--- src/rtl/ysyx_22041461_divider_if.sv ---
// Request/response bundle between the execute stage (master) and the divider (slave).
interface ysyx_22041461_divider_if;
  localparam int unsigned XLEN = 64;

  logic            div_valid;
  logic            div_ready;
  logic [XLEN-1:0] div_dividend;
  logic [XLEN-1:0] div_divisor;
  logic            div_signed;
  logic            div_word;
  logic            div_rem;
  logic            div_flush;
  logic            out_valid;
  logic            out_ready;
  logic [XLEN-1:0] div_result;

  modport master (
    output div_valid, div_dividend, div_divisor, div_signed, div_word, div_rem,
           div_flush, out_ready,
    input  div_ready, out_valid, div_result
  );

  modport slave (
    input  div_valid, div_dividend, div_divisor, div_signed, div_word, div_rem,
           div_flush, out_ready,
    output div_ready, out_valid, div_result
  );
endinterface

--- src/rtl/ysyx_22041461_divider.sv ---
// Iterative radix-2 restoring divider for the RV64M DIV/REM family, one quotient bit per cycle.
// Divide-by-zero and signed overflow bypass the iteration and resolve straight into DONE.
module ysyx_22041461_divider (
  input  logic                    clk,
  input  logic                    rst_n,
  ysyx_22041461_divider_if.slave  bus
);
  localparam int unsigned XLEN  = 64;
  localparam int unsigned HALF  = 32;
  localparam int unsigned CNT_W = 7;

  typedef enum logic [1:0] {
    S_IDLE = 2'd0,
    S_BUSY = 2'd1,
    S_DONE = 2'd2
  } state_t;

  state_t            r_state;
  state_t            w_state_nxt;
  logic [XLEN-1:0]   r_rem;
  logic [XLEN-1:0]   r_quo;
  logic [XLEN-1:0]   r_dvs;
  logic [CNT_W-1:0]  r_cnt;
  logic              r_word;
  logic              r_rem_sel;
  logic              r_neg_q;
  logic              r_neg_r;
  logic              r_out_valid;
  logic [XLEN-1:0]   r_result;

  // W-form results are always the sign-extended low word.
  function automatic logic [XLEN-1:0] f_wext(input logic word, input logic [XLEN-1:0] v);
    f_wext = word ? {{HALF{v[HALF-1]}}, v[HALF-1:0]} : v;
  endfunction

  logic [XLEN-1:0] w_a_ext, w_b_ext, w_a_mag, w_b_mag, w_min, w_corner_val;
  logic            w_a_neg, w_b_neg, w_div0, w_ovf, w_corner, w_accept, w_resp;

  always_comb begin
    w_a_ext = bus.div_dividend;
    w_b_ext = bus.div_divisor;
    if (bus.div_word) begin
      w_a_ext = bus.div_signed ? {{HALF{bus.div_dividend[HALF-1]}}, bus.div_dividend[HALF-1:0]}
                               : {{HALF{1'b0}}, bus.div_dividend[HALF-1:0]};
      w_b_ext = bus.div_signed ? {{HALF{bus.div_divisor[HALF-1]}}, bus.div_divisor[HALF-1:0]}
                               : {{HALF{1'b0}}, bus.div_divisor[HALF-1:0]};
    end
    w_a_neg  = bus.div_signed & w_a_ext[XLEN-1];
    w_b_neg  = bus.div_signed & w_b_ext[XLEN-1];
    w_a_mag  = w_a_neg ? -w_a_ext : w_a_ext;
    w_b_mag  = w_b_neg ? -w_b_ext : w_b_ext;
    w_min    = bus.div_word ? {{(HALF+1){1'b1}}, {(HALF-1){1'b0}}} : {1'b1, {(XLEN-1){1'b0}}};
    w_div0   = (w_b_ext == '0);
    w_ovf    = bus.div_signed & (w_b_ext == '1) & (w_a_ext == w_min);
    w_corner = w_div0 | w_ovf;
    if (w_div0) w_corner_val = bus.div_rem ? w_a_ext : '1;
    else        w_corner_val = bus.div_rem ? '0 : w_a_ext;
    w_corner_val = f_wext(bus.div_word, w_corner_val);
    w_accept = bus.div_valid & (r_state == S_IDLE) & ~bus.div_flush;
    w_resp   = r_out_valid & bus.out_ready & (r_state == S_DONE);
  end

  // One restoring step plus the sign-corrected result of that step.
  logic [XLEN:0]   w_shift;
  logic            w_ge, w_last;
  logic [XLEN-1:0] w_sub, w_rem_step, w_quo_step, w_q_fix, w_r_fix, w_norm_val;

  always_comb begin
    w_shift    = {r_rem, r_quo[XLEN-1]};
    w_ge       = (w_shift >= {1'b0, r_dvs});
    w_sub      = w_shift[XLEN-1:0] - r_dvs;
    w_rem_step = w_ge ? w_sub : w_shift[XLEN-1:0];
    w_quo_step = {r_quo[XLEN-2:0], w_ge};
    w_last     = (r_cnt == CNT_W'(1));
    w_q_fix    = r_neg_q ? -w_quo_step : w_quo_step;
    w_r_fix    = r_neg_r ? -w_rem_step : w_rem_step;
    w_norm_val = f_wext(r_word, r_rem_sel ? w_r_fix : w_q_fix);
  end

  always_ff @(posedge clk or negedge rst_n) begin
    if (!rst_n) r_state <= S_IDLE;
    else        r_state <= w_state_nxt;
  end

  always_comb begin
    w_state_nxt = r_state;
    if (bus.div_flush) begin
      w_state_nxt = S_IDLE;
    end else begin
      case (r_state)
        S_IDLE:  if (w_accept) w_state_nxt = w_corner ? S_DONE : S_BUSY;
        S_BUSY:  if (w_last)   w_state_nxt = S_DONE;
        S_DONE:  if (w_resp)   w_state_nxt = S_IDLE;
        default: w_state_nxt = S_IDLE;
      endcase
    end
  end

  // Datapath; for corner cases r_quo parks the final value until out_valid rises.
  always_ff @(posedge clk or negedge rst_n) begin
    if (!rst_n) begin
      r_rem       <= '0;
      r_quo       <= '0;
      r_dvs       <= '0;
      r_cnt       <= '0;
      r_word      <= 1'b0;
      r_rem_sel   <= 1'b0;
      r_neg_q     <= 1'b0;
      r_neg_r     <= 1'b0;
      r_out_valid <= 1'b0;
      r_result    <= '0;
    end else if (bus.div_flush) begin
      r_out_valid <= 1'b0;
      r_result    <= '0;
    end else begin
      case (r_state)
        S_IDLE: if (w_accept) begin
          r_word    <= bus.div_word;
          r_rem_sel <= bus.div_rem;
          r_neg_q   <= w_a_neg ^ w_b_neg;
          r_neg_r   <= w_a_neg;
          r_dvs     <= w_b_mag;
          r_rem     <= '0;
          r_cnt     <= bus.div_word ? CNT_W'(HALF) : CNT_W'(XLEN);
          if (w_corner)          r_quo <= w_corner_val;
          else if (bus.div_word) r_quo <= {w_a_mag[HALF-1:0], {HALF{1'b0}}};
          else                   r_quo <= w_a_mag;
        end
        S_BUSY: begin
          r_rem <= w_rem_step;
          r_quo <= w_quo_step;
          r_cnt <= r_cnt - CNT_W'(1);
          if (w_last) begin
            r_out_valid <= 1'b1;
            r_result    <= w_norm_val;
          end
        end
        S_DONE: begin
          if (!r_out_valid) begin
            r_out_valid <= 1'b1;
            r_result    <= r_quo;
          end else if (bus.out_ready) begin
            r_out_valid <= 1'b0;
            r_result    <= '0;
          end
        end
        default: ;
      endcase
    end
  end

  assign bus.div_ready  = (r_state == S_IDLE);
  assign bus.out_valid  = r_out_valid;
  assign bus.div_result = r_result;
endmodule

--- src/flat_wrapper.sv ---
// flat-port wrapper written by rule: the top's interface ports become plain ports
module ysyx_22041461_divider_flat 
  (clk, rst_n, bus_div_valid, bus_div_dividend, bus_div_divisor, bus_div_signed, bus_div_word, bus_div_rem, bus_div_flush, bus_out_ready, bus_div_ready, bus_out_valid, bus_div_result);
  ysyx_22041461_divider_if bus_i ();
  input  logic clk;
  input  logic rst_n;
  input wire logic [$bits(bus_i.div_valid)-1:0] bus_div_valid;
  input wire logic [$bits(bus_i.div_dividend)-1:0] bus_div_dividend;
  input wire logic [$bits(bus_i.div_divisor)-1:0] bus_div_divisor;
  input wire logic [$bits(bus_i.div_signed)-1:0] bus_div_signed;
  input wire logic [$bits(bus_i.div_word)-1:0] bus_div_word;
  input wire logic [$bits(bus_i.div_rem)-1:0] bus_div_rem;
  input wire logic [$bits(bus_i.div_flush)-1:0] bus_div_flush;
  input wire logic [$bits(bus_i.out_ready)-1:0] bus_out_ready;
  output wire logic [$bits(bus_i.div_ready)-1:0] bus_div_ready;
  output wire logic [$bits(bus_i.out_valid)-1:0] bus_out_valid;
  output wire logic [$bits(bus_i.div_result)-1:0] bus_div_result;
  assign bus_i.div_valid = bus_div_valid;
  assign bus_i.div_dividend = bus_div_dividend;
  assign bus_i.div_divisor = bus_div_divisor;
  assign bus_i.div_signed = bus_div_signed;
  assign bus_i.div_word = bus_div_word;
  assign bus_i.div_rem = bus_div_rem;
  assign bus_i.div_flush = bus_div_flush;
  assign bus_i.out_ready = bus_out_ready;
  assign bus_div_ready = bus_i.div_ready;
  assign bus_out_valid = bus_i.out_valid;
  assign bus_div_result = bus_i.div_result;
  ysyx_22041461_divider u_core (.clk(clk), .rst_n(rst_n), .bus(bus_i));
endmodule
--- config.mk ---
export PLATFORM = sky130hd
export DESIGN_NAME = ysyx_22041461_divider_flat
export DESIGN_NICKNAME = d
export VERILOG_FILES = /design/src/rtl/ysyx_22041461_divider_if.sv /design/src/rtl/ysyx_22041461_divider.sv /design/src/flat_wrapper.sv
export SDC_FILE = /design/constraint.sdc
export NUM_CORES = 1
export LEC_CHECK = 0
export BUFFER_PORTS_ARGS = -buffer_cell sky130_fd_sc_hd__buf_2
export CELL_PAD_IN_SITES_DETAIL_PLACEMENT = 0
export CELL_PAD_IN_SITES_GLOBAL_PLACEMENT = 2
export CORE_MARGIN = 2
export CORE_UTILIZATION = 33
export DETAILED_ROUTE_END_ITERATION = 12
export PLACE_DENSITY = 0.83
export SLEW_MARGIN = 0
export SYNTH_ARGS = -nofsm -noshare
export SYNTH_HDL_FRONTEND = slang
export SYNTH_SLANG_ARGS = --single-unit
--- constraint.sdc ---
create_clock -name clk -period 5.56 [get_ports clk]
set_input_delay 0.556 -clock clk [delete_from_list [all_inputs] [get_ports clk]]
set_output_delay 0.556 -clock clk [all_outputs]
set_load 0.01 [all_outputs]
==> results of run 1 <==
[layer usage]
layer | GRT usage [%] | part of all wire, % | vias to the layer above
li1 | - | - | 13200
met2 | 45.1 | 45 | 1176
met5 | 0 | 0 | -
met4 | 8.91 | 3.2 | 0
met3 | 3.22 | 7.2 | 171
met1 | 41.6 | 45 | 13600
[area by class of cell]
class,instances,area share [%]
Inverter,126,1.58
Sequential cell,270,22.5
Multi-Input combinational cell,2865,58.9
Tap cell,1040,4.34
Timing Repair Buffer,396,8.42
Antenna cell,3,0.0250
Clock buffer,48,3.43
Clock inverter,18,0.755
[cell families after synthesis]
logic type | synth area share [%]
buf+inv | 5.58
compound gates | 30.8
flops | 26.3
fa+ha+maj | 3.69
mux | 2.06
simple gates | 22.3
xor+xnor | 9.31
[Yosys cell counts, types with 21 or more instances]
library cell | instances | area (um2)
sky130_fd_sc_hd__nand2_1 | 428 | 1610
sky130_fd_sc_hd__a211oi_1 | 87 | 653
sky130_fd_sc_hd__o41ai_1 | 21 | 184
sky130_fd_sc_hd__ha_1 | 71 | 888
sky130_fd_sc_hd__o31ai_1 | 59 | 443
sky130_fd_sc_hd__or4_1 | 30 | 225
sky130_fd_sc_hd__a31oi_1 | 33 | 206
sky130_fd_sc_hd__o21a_1 | 31 | 233
sky130_fd_sc_hd__clkbuf_1 | 184 | 691
sky130_fd_sc_hd__o21ai_0 | 442 | 2210
sky130_fd_sc_hd__inv_1 | 124 | 465
sky130_fd_sc_hd__nor4_1 | 59 | 369
sky130_fd_sc_hd__buf_2 | 26 | 130
sky130_fd_sc_hd__or3_1 | 58 | 363
sky130_fd_sc_hd__nand3_1 | 53 | 265
sky130_fd_sc_hd__nor3_1 | 78 | 390
sky130_fd_sc_hd__dfrtp_1 | 270 | 6760
sky130_fd_sc_hd__and3_1 | 24 | 150
sky130_fd_sc_hd__nor2_1 | 302 | 1130
sky130_fd_sc_hd__nand4_1 | 54 | 338
sky130_fd_sc_hd__a22o_1 | 22 | 193
sky130_fd_sc_hd__a22oi_1 | 36 | 270
sky130_fd_sc_hd__mux2i_1 | 46 | 460
sky130_fd_sc_hd__xor2_1 | 118 | 1030
sky130_fd_sc_hd__xnor2_1 | 153 | 1340
sky130_fd_sc_hd__o211ai_1 | 29 | 218
sky130_fd_sc_hd__a21oi_1 | 291 | 1460
sky130_fd_sc_hd__nand2b_1 | 22 | 138
sky130_fd_sc_hd__a21o_1 | 25 | 188
[worst reg2reg max path: cells and delay by family, from the launching register on]
| family | cells | cell delay, ns |
|---|---|---|
| buffers and inverters | 3 | 0.37 |
| DFF | 1 | 0.37 |
| muxes | 1 | 0.21 |
| adders and majority gates | 2 | 0.69 |
| AOI/OAI and AO/OA | 8 | 2.24 |
| and+or+nand+nor | 5 | 1.36 |
[flip-flops by register name (all words and copies together) (netlist names), 2 cells and up]
signal and flops:
u_core.r_state 2, u_core.r_rem 64, u_core.bus.div_result 64, u_core.r_quo 64, u_core.r_dvs 64, u_core.r_cnt 7
[layout by cell type (no fill, tap or decap), drive strengths merged, types with 25 or more instances in the layout]
cell type,n
a211oi,88
a21o,25
a21oi,297
a22oi,36
a31oi,34
and3,25
buf,396
clkbuf,48
dfrtp,270
ha,71
inv,127
mux2i,46
nand2,429
nand3,54
nand4,54
nor2,302
nor3,78
nor4,60
o211ai,29
o21a,32
o21ai,457
o31ai,62
or3,58
or4,32
xnor2,154
xor2,118
[worst max-delay path by stage]
| stage | end | slack [ns] | cells after the start |
|---|---|---|---|
| floorplan | u_core.bus.div_result[62] | 0.001 | 28 |
| global placement | u_core.bus.div_result[44] | 0.16 | 22 |
| detailed placement | u_core.bus.div_result[44] | 0.07 | 24 |
| CTS | u_core.bus.div_result[44] | 0.04 | 23 |
| global route | u_core.bus.div_result[58] | -0.05 | 23 |
| finish | u_core.bus.div_result[55] | 0.20 | 19 |
[where the power goes]
part / switching [mW] / internal [mW]
sequential: 0.687 / 2.40
clock: 1.02 / 1.46
combinational: 3.41 / 1.92
[what timing repair did]
action | CTS | global route
hold buffers | 0 | 0
gates resized for setup | 0 | 28
setup endpoints to repair | 0 | 37
buffers inserted | 0 | 2
==> summary.md, run 1 <==
| Metric | Value |
|---|---|
| Number of antenna violations at the first check in global routing | `11` |
| WP data required | `6.00 ns` |
| Setup crit start kind | `flip-flop` |
| Arr. time, crit path | `5.80 ns` |
| Fraction of layout instances using a drive strength above 1 | `15.0%` |
| Synthesis-to-layout area growth | `16.8%` |
| First-pass iteration count of the detailed router | `8` |
| Global-route wire length before repair | `174000 um` |
| Sinks on Clock Net | `270` |
| Number of fill cells in the layout | `8228` |
| H-tree levels | `2` |
| Transition time at the pin with the least slew margin | `1.06 ns` |
| Count of pins on the block boundary | `202` |
| Syn_nets | `3705` |
| Die Footprint | `80000 um2` |
| Total power after layout | `10.9 mW` |
| Cell area after synthesis | `25700 um2` |
| Worst hold-check slack | `0.0719 ns` |
| Row cnt | `102` |
| Distinct cell type count of the synthesized netlist | `104` |
| Number of I/O port buffers | `201` |
| Largest net degree at the start of global routing | `110` |
| First element of the critical path | `u_core.r_quo[63]` |
| Cells after Synth | `3497` |
| Setup crit end kind | `flip-flop` |
| Clk pin slew, worst setup/hold paths | `0.06 ns` |
| Launching point of the worst reg2reg path | `u_core.r_quo[63]` |
| Area after DPL | `28600 um2` |
| Total number of vias | `28200` |
| Static leakage | `12.6 nW` |
| Highest Clock Rate | `187 MHz` |
| Maximum Capacitance Violations | `0` |
| Crit share post-route | `96.4%` |
| Total negative setup slack | `0 ns` |
| Worst Setup Path Type | `flip-flop to flip-flop` |
| Final Worst Setup Slack | `0.198 ns` |
| CTS root buffer | `sky130_fd_sc_hd__clkbuf_16` |
| Max Buffers Root-to-Sink | `3` |
| Ys async rst share | `100%` |
| Final count of pins violating max slew | `0` |
| Number of global-route vias before repair | `26100` |
| Multi-input gate area in the final layout | `17700 um2` |
| Run status | `finished clean` |
| Power density over the cells | `363 nW/um2` |
| DP Worst Slack | `0.0694 ns` |
| Stage delay of the slowest cell on the critical path | `0.49 ns` |
| TritonCTS clock tree | `yes` |
| Antenna Violating Nets Remaining | `0` |
| Number of warning messages in the yosys log | `0` |
| Count of nets after finishing | `3904` |
| Final Hold Violating Endpoints | `0` |
| Worst hold-check path type | `input pin to async pin` |
| Endpoint of the lowest-slack register-to-register path | `u_core.bus.div_result[55]` |
| Total global routing track utilization | `28.9%` |
| Sum of buffers and inverters on the critical path | `3` |
| Worst-case clock skew | `0.0515 ns` |
| Violation count after the first detailed-route iteration | `3140` |
| Post-layout instance area | `30000 um2` |
| Layout Utilization | `38.8%` |
| Worst-path maximum fanout | `7` |
| Peak VDD IR | `0.000228 V` |
| Overflow after GRT | `0` |
| Slowest cell on the critical path | `sky130_fd_sc_hd__a2111oi_0` |
| Drt drc | `0` |
| WL/cell | `24.7 um` |
| Total wire length after detailed routing | `118000 um` |
| Final critical path time including I/O delays and setup | `5.36 ns` |
| Placed insts | `4695` |
| Mean Syn Cell Area | `7.34 um2` |
| Post-DR vias/cell | `5.91` |
| Number of enable flip-flop cells after synthesis | `0` |
| FF-to-FF setup slack | `0.20 ns` |
| Detailed-placement wirelength estimate | `93100 um` |
| Sequential cell area fraction in the yosys report | `26.3%` |
| TritonCTS Buffers | `37` |
| Clock latency on the worst-skew pair | `0.60 ns` |
| Non-filler cells, final | `4766` |
| Overall die height | `283 um` |
| Total core area | `77200 um2` |
| Weighted congestion reported at the end of routability-driven placement | `0.962` |
| Area occupied by registers | `6760 um2` |
| Crit path cell chain | `inv_1 > ha_1 > inv_1 > fa_1 > a21o_1 > nand4_1 > a211o_1 > a211o_1 > nand3_2 > a21o_1 > a2111oi_0 > a32oi_1 > nor4b_4 > buf_4 > and3_1 > nand4_1 > mux2i_1 > a211oi_1 > a221o_1` |
| Leading register cell type out of synthesis | `sky130_fd_sc_hd__dfrtp_1` |
| Finish-stage setup viols | `0` |
| Remaining max-slew budget at the tightest pin | `29.6%` |
| Kind of cell with the highest combined delay on the critical path | `compound AO/OA/AOI/OAI gates` |
| Die width | `283 um` |
| Count of state elements after synthesis | `270` |
| Initial Util | `33.2%` |
| Depth of the most critical reg-to-reg path | `19` |
Power figures use the tool's default switching activity.
==> run 2, diff against run 1 <==
--- a/config.mk
+++ b/config.mk
@@ -8,7 +8,6 @@
 export BUFFER_PORTS_ARGS = -buffer_cell sky130_fd_sc_hd__buf_2
 export CELL_PAD_IN_SITES_DETAIL_PLACEMENT = 0
 export CELL_PAD_IN_SITES_GLOBAL_PLACEMENT = 2
-export CORE_MARGIN = 2
 export CORE_UTILIZATION = 33
 export DETAILED_ROUTE_END_ITERATION = 12
 export PLACE_DENSITY = 0.83
==> run 2 against run 1 <==
  * Critical path depth shrank 1
  * Utilization rose by 0.49 points
  * First-iteration DRC count grew 6.2%
  * Largest cell class unchanged
  * Highest routed layer unchanged
  * Clock skew down 0.022 ns
==> summary.md, run 2 (synthesis gave the netlist of run 1 again) <==
| Metric | Value |
|---|---|
| Run status | `finished clean` |
| Number of global-route vias before repair | `26400 (+1.2%)` |
| CTS root buffer | `sky130_fd_sc_hd__clkbuf_16` |
| FF-to-FF setup slack | `0.17 ns (-0.03 ns)` |
| Row cnt | `101 (-0.98%)` |
| Overflow after GRT | `0 (unchanged)` |
| Max Buffers Root-to-Sink | `3 (unchanged)` |
| Clock Power Share | `22.8% (about the same)` |
| Count of nets after finishing | `3912 (+0.20%)` |
| Cell Int Power | `5.85 mW (+1.1%)` |
| Antenna Violating Nets Remaining | `0 (unchanged)` |
| Die width | `281 um (-0.71%)` |
| First element of the critical path | `u_core.r_dvs[0]` |
| Clk pin slew, worst setup/hold paths | `0.06 ns (about the same)` |
| Total wire length after detailed routing | `119000 um (+0.98%)` |
| Largest net degree at the start of global routing | `181 (+65%)` |
| Total core area | `76500 um2 (-0.98%)` |
| Drt drc | `0 (unchanged)` |
| Overall die height | `281 um (-0.71%)` |
| Total power after layout | `11.0 mW (+0.79%)` |
| Power dissipated by switching net loads | `5.14 mW (+0.40%)` |
| Clock latency on the worst-skew pair | `0.59 ns (about the same)` |
| Sinks on Clock Net | `270 (unchanged)` |
| Weighted congestion reported at the end of routability-driven placement | `0.976 (+1.5%)` |
| Total number of vias | `28400 (+0.68%)` |
| Fraction of power spent switching nets | `46.8% (-0.18 points)` |
| Static leakage | `12.6 nW (+0.24%)` |
| Depth of the most critical reg-to-reg path | `18 (-1)` |
| Worst Setup Path Type | `flip-flop to flip-flop` |
| Final Hold Violating Endpoints | `0 (unchanged)` |
| Number of I/O port buffers | `201 (unchanged)` |
| Die Footprint | `78900 um2 (-1.4%)` |
| Violation count after the first detailed-route iteration | `3336 (+6.2%)` |
| Finish-stage setup viols | `0 (unchanged)` |
| Worst-path maximum fanout | `7 (unchanged)` |
| Worst setup endpoint | `u_core.bus.div_result[57]` |
| WP data required | `6.04 ns (+0.04 ns)` |
| Peak VDD IR | `0.000244 V (+7.0%)` |
| Arr. time, crit path | `5.87 ns (+0.07 ns)` |
| Power density over the cells | `365 nW/um2 (+0.53%)` |
| Final count of pins violating max slew | `0 (unchanged)` |
| Maximum Capacitance Violations | `0 (unchanged)` |
| WL/cell | `25.0 um (+1.1%)` |
| Total global routing track utilization | `29.8% (+0.93 points)` |
| Fraction of layout instances using a drive strength above 1 | `15.2% (+0.26 points)` |
| Number of fill cells in the layout | `8179 (-0.60%)` |
| Endpoint of the lowest-slack register-to-register path | `u_core.bus.div_result[57]` |
| Worst hold-check slack | `0.0813 ns (+0.00937 ns)` |
| Proportion of power drawn by flip-flops and latches | `28.3% (about the same)` |
| Global-route wire length before repair | `177000 um (+1.7%)` |
| Final critical path time including I/O delays and setup | `5.39 ns (+0.0269 ns)` |
| TritonCTS clock tree | `yes` |
| Remaining max-slew budget at the tightest pin | `25.0% (-4.6 points)` |
| TritonCTS Buffers | `36 (-2.7%)` |
| Crit share post-route | `96.9% (+0.48 points)` |
| Launching point of the worst reg2reg path | `u_core.r_dvs[0]` |
| Worst hold-check path type | `input pin to async pin` |
| Worst-case clock skew | `0.0300 ns (-0.0215 ns)` |
| Initial Util | `33.6% (+0.33 points)` |
| Number of antenna violations at the first check in global routing | `10 (-1)` |
| First-pass iteration count of the detailed router | `6 (-2)` |
| Setup crit end kind | `flip-flop` |
| Transition time at the pin with the least slew margin | `1.12 ns (+0.0690 ns)` |
| H-tree levels | `2 (unchanged)` |
| Count of pins on the block boundary | `202 (unchanged)` |
| Most common cell after layout, fill and taps aside | `sky130_fd_sc_hd__o21ai_0` |
| Most frequent cells in the layout | `sky130_fd_sc_hd__o21ai_0, sky130_fd_sc_hd__nand2_1, sky130_fd_sc_hd__nor2_1` |
| Detailed-placement wirelength estimate | `93500 um (+0.44%)` |
| Setup crit start kind | `flip-flop` |
| Buffers inserted by post-CTS timing repair | `0 (unchanged)` |
| Post-DR vias/cell | `5.96 (+0.85%)` |
| Synthesis-to-layout area growth | `17.1%` |
| Highest Clock Rate | `186 MHz (-0.50%)` |
| Comb power frac | `48.9% (about the same)` |
-- run 2: cell types whose count changed in the layout (fill, tap and decap cells not counted), sizes merged --
cell    delta
diode      -1
buf        +9
bufinv     +2
inv        -1
clkinv     -4
clkbuf     -3
-- run 2: cell type report --
class                           count  area (um2)  share of cell area, %
Multi-Input combinational cell   2865       17700                   58.8
Antenna cell                        2        5.00                 0.0166
Clock buffer                       45         995                   3.31
Clock inverter                     15         244                  0.811
Inverter                          126         473                   1.57
Sequential cell                   270        6760                   22.5
Tap cell                         1030        1290                   4.29
Timing Repair Buffer              405        2630                   8.76
-- run 2: repair_timing --
| action | in CTS | in global routing |
|---|---|---|
| resized for setup | 2 | 30 |
| pin swaps | 0 | 2 |
| hold buffers | 0 | 0 |
| endpoints found under the hold margin | 0 | 0 |
| setup endpoints to repair | 1 | 37 |
-- run 2: metal layers --
metal / routed length (um) / GRT usage [%]
met3: 9130 / 3.66
met5: 0 / 0
met4: 3850 / 9.02
met1: 53200 / 42.4
met2: 52900 / 46.7
-- run 2: metrics by stage --
stage / setup TNS, ns / worst slack [ns] / area, um2 / instances / utilization, %
floorplan: 0 / 0.00127 / 25700 / 3497 / -
global placement: -0.00704 / -0.00704 / 28700 / 4696 / 37.6
detailed placement: -0.0704 / -0.0694 / 28700 / 4696 / 37.6
CTS: 0 / 0.0637 / 30000 / 4756 / 39.2
global route: -0.0110 / -0.0110 / 30100 / 4756 / 39.3
finish: 0 / 0.171 / 30100 / 4758 / 39.3
-- run 2: worst min path at each step --
| stage | cells past startpoint | slack (ns) | endpoint | from |
|---|---|---|---|---|
| detailed placement | 2 | 0.46 | u_core.r_dvs[43] | u_core.r_dvs[43] |
| global placement | 2 | 0.46 | u_core.bus.div_result[10] | u_core.bus.div_result[10] |
| floorplan | 0 | 0.26 | u_core.bus.div_result[0] | rst_n |
| global route | 1 | 0.16 | u_core.r_dvs[33] | rst_n |
| finish | 1 | 0.08 | u_core.r_dvs[33] | rst_n |
| CTS | 1 | 0.13 | u_core.r_dvs[33] | rst_n |
-- run 2: power groups by stage --
stage | Combinational (mW) | Clock [mW] | Sequential [mW]
3_3_place_gp | 5.24 | 0 | 3.11
6_report | 5.37 | 2.51 | 3.11
2_1_floorplan | 3.46 | 0 | 2.78
5_1_grt | 5.85 | 2.62 | 3.16
4_1_cts | 5.25 | 2.55 | 3.08
3_5_place_dp | 5.22 | 0 | 3.12
-- run 2: critical path, stage by stage (launching register included) --
cell	delay, ns
sky130_fd_sc_hd__dfrtp_1	0.42
sky130_fd_sc_hd__ha_1	0.31
sky130_fd_sc_hd__inv_1	0.10
sky130_fd_sc_hd__fa_1	0.22
sky130_fd_sc_hd__a21o_1	0.15
sky130_fd_sc_hd__nand4_1	0.24
sky130_fd_sc_hd__a211o_1	0.37
sky130_fd_sc_hd__a211o_1	0.44
sky130_fd_sc_hd__a21boi_1	0.33
sky130_fd_sc_hd__o2111ai_1	0.24
sky130_fd_sc_hd__nor4_1	0.49
sky130_fd_sc_hd__a31oi_1	0.23
sky130_fd_sc_hd__nor4b_4	0.43
sky130_fd_sc_hd__buf_4	0.19
sky130_fd_sc_hd__and3_1	0.26
sky130_fd_sc_hd__nand2_1	0.13
sky130_fd_sc_hd__nor3_1	0.18
sky130_fd_sc_hd__mux2_1	0.40
sky130_fd_sc_hd__o21ai_1	0.16
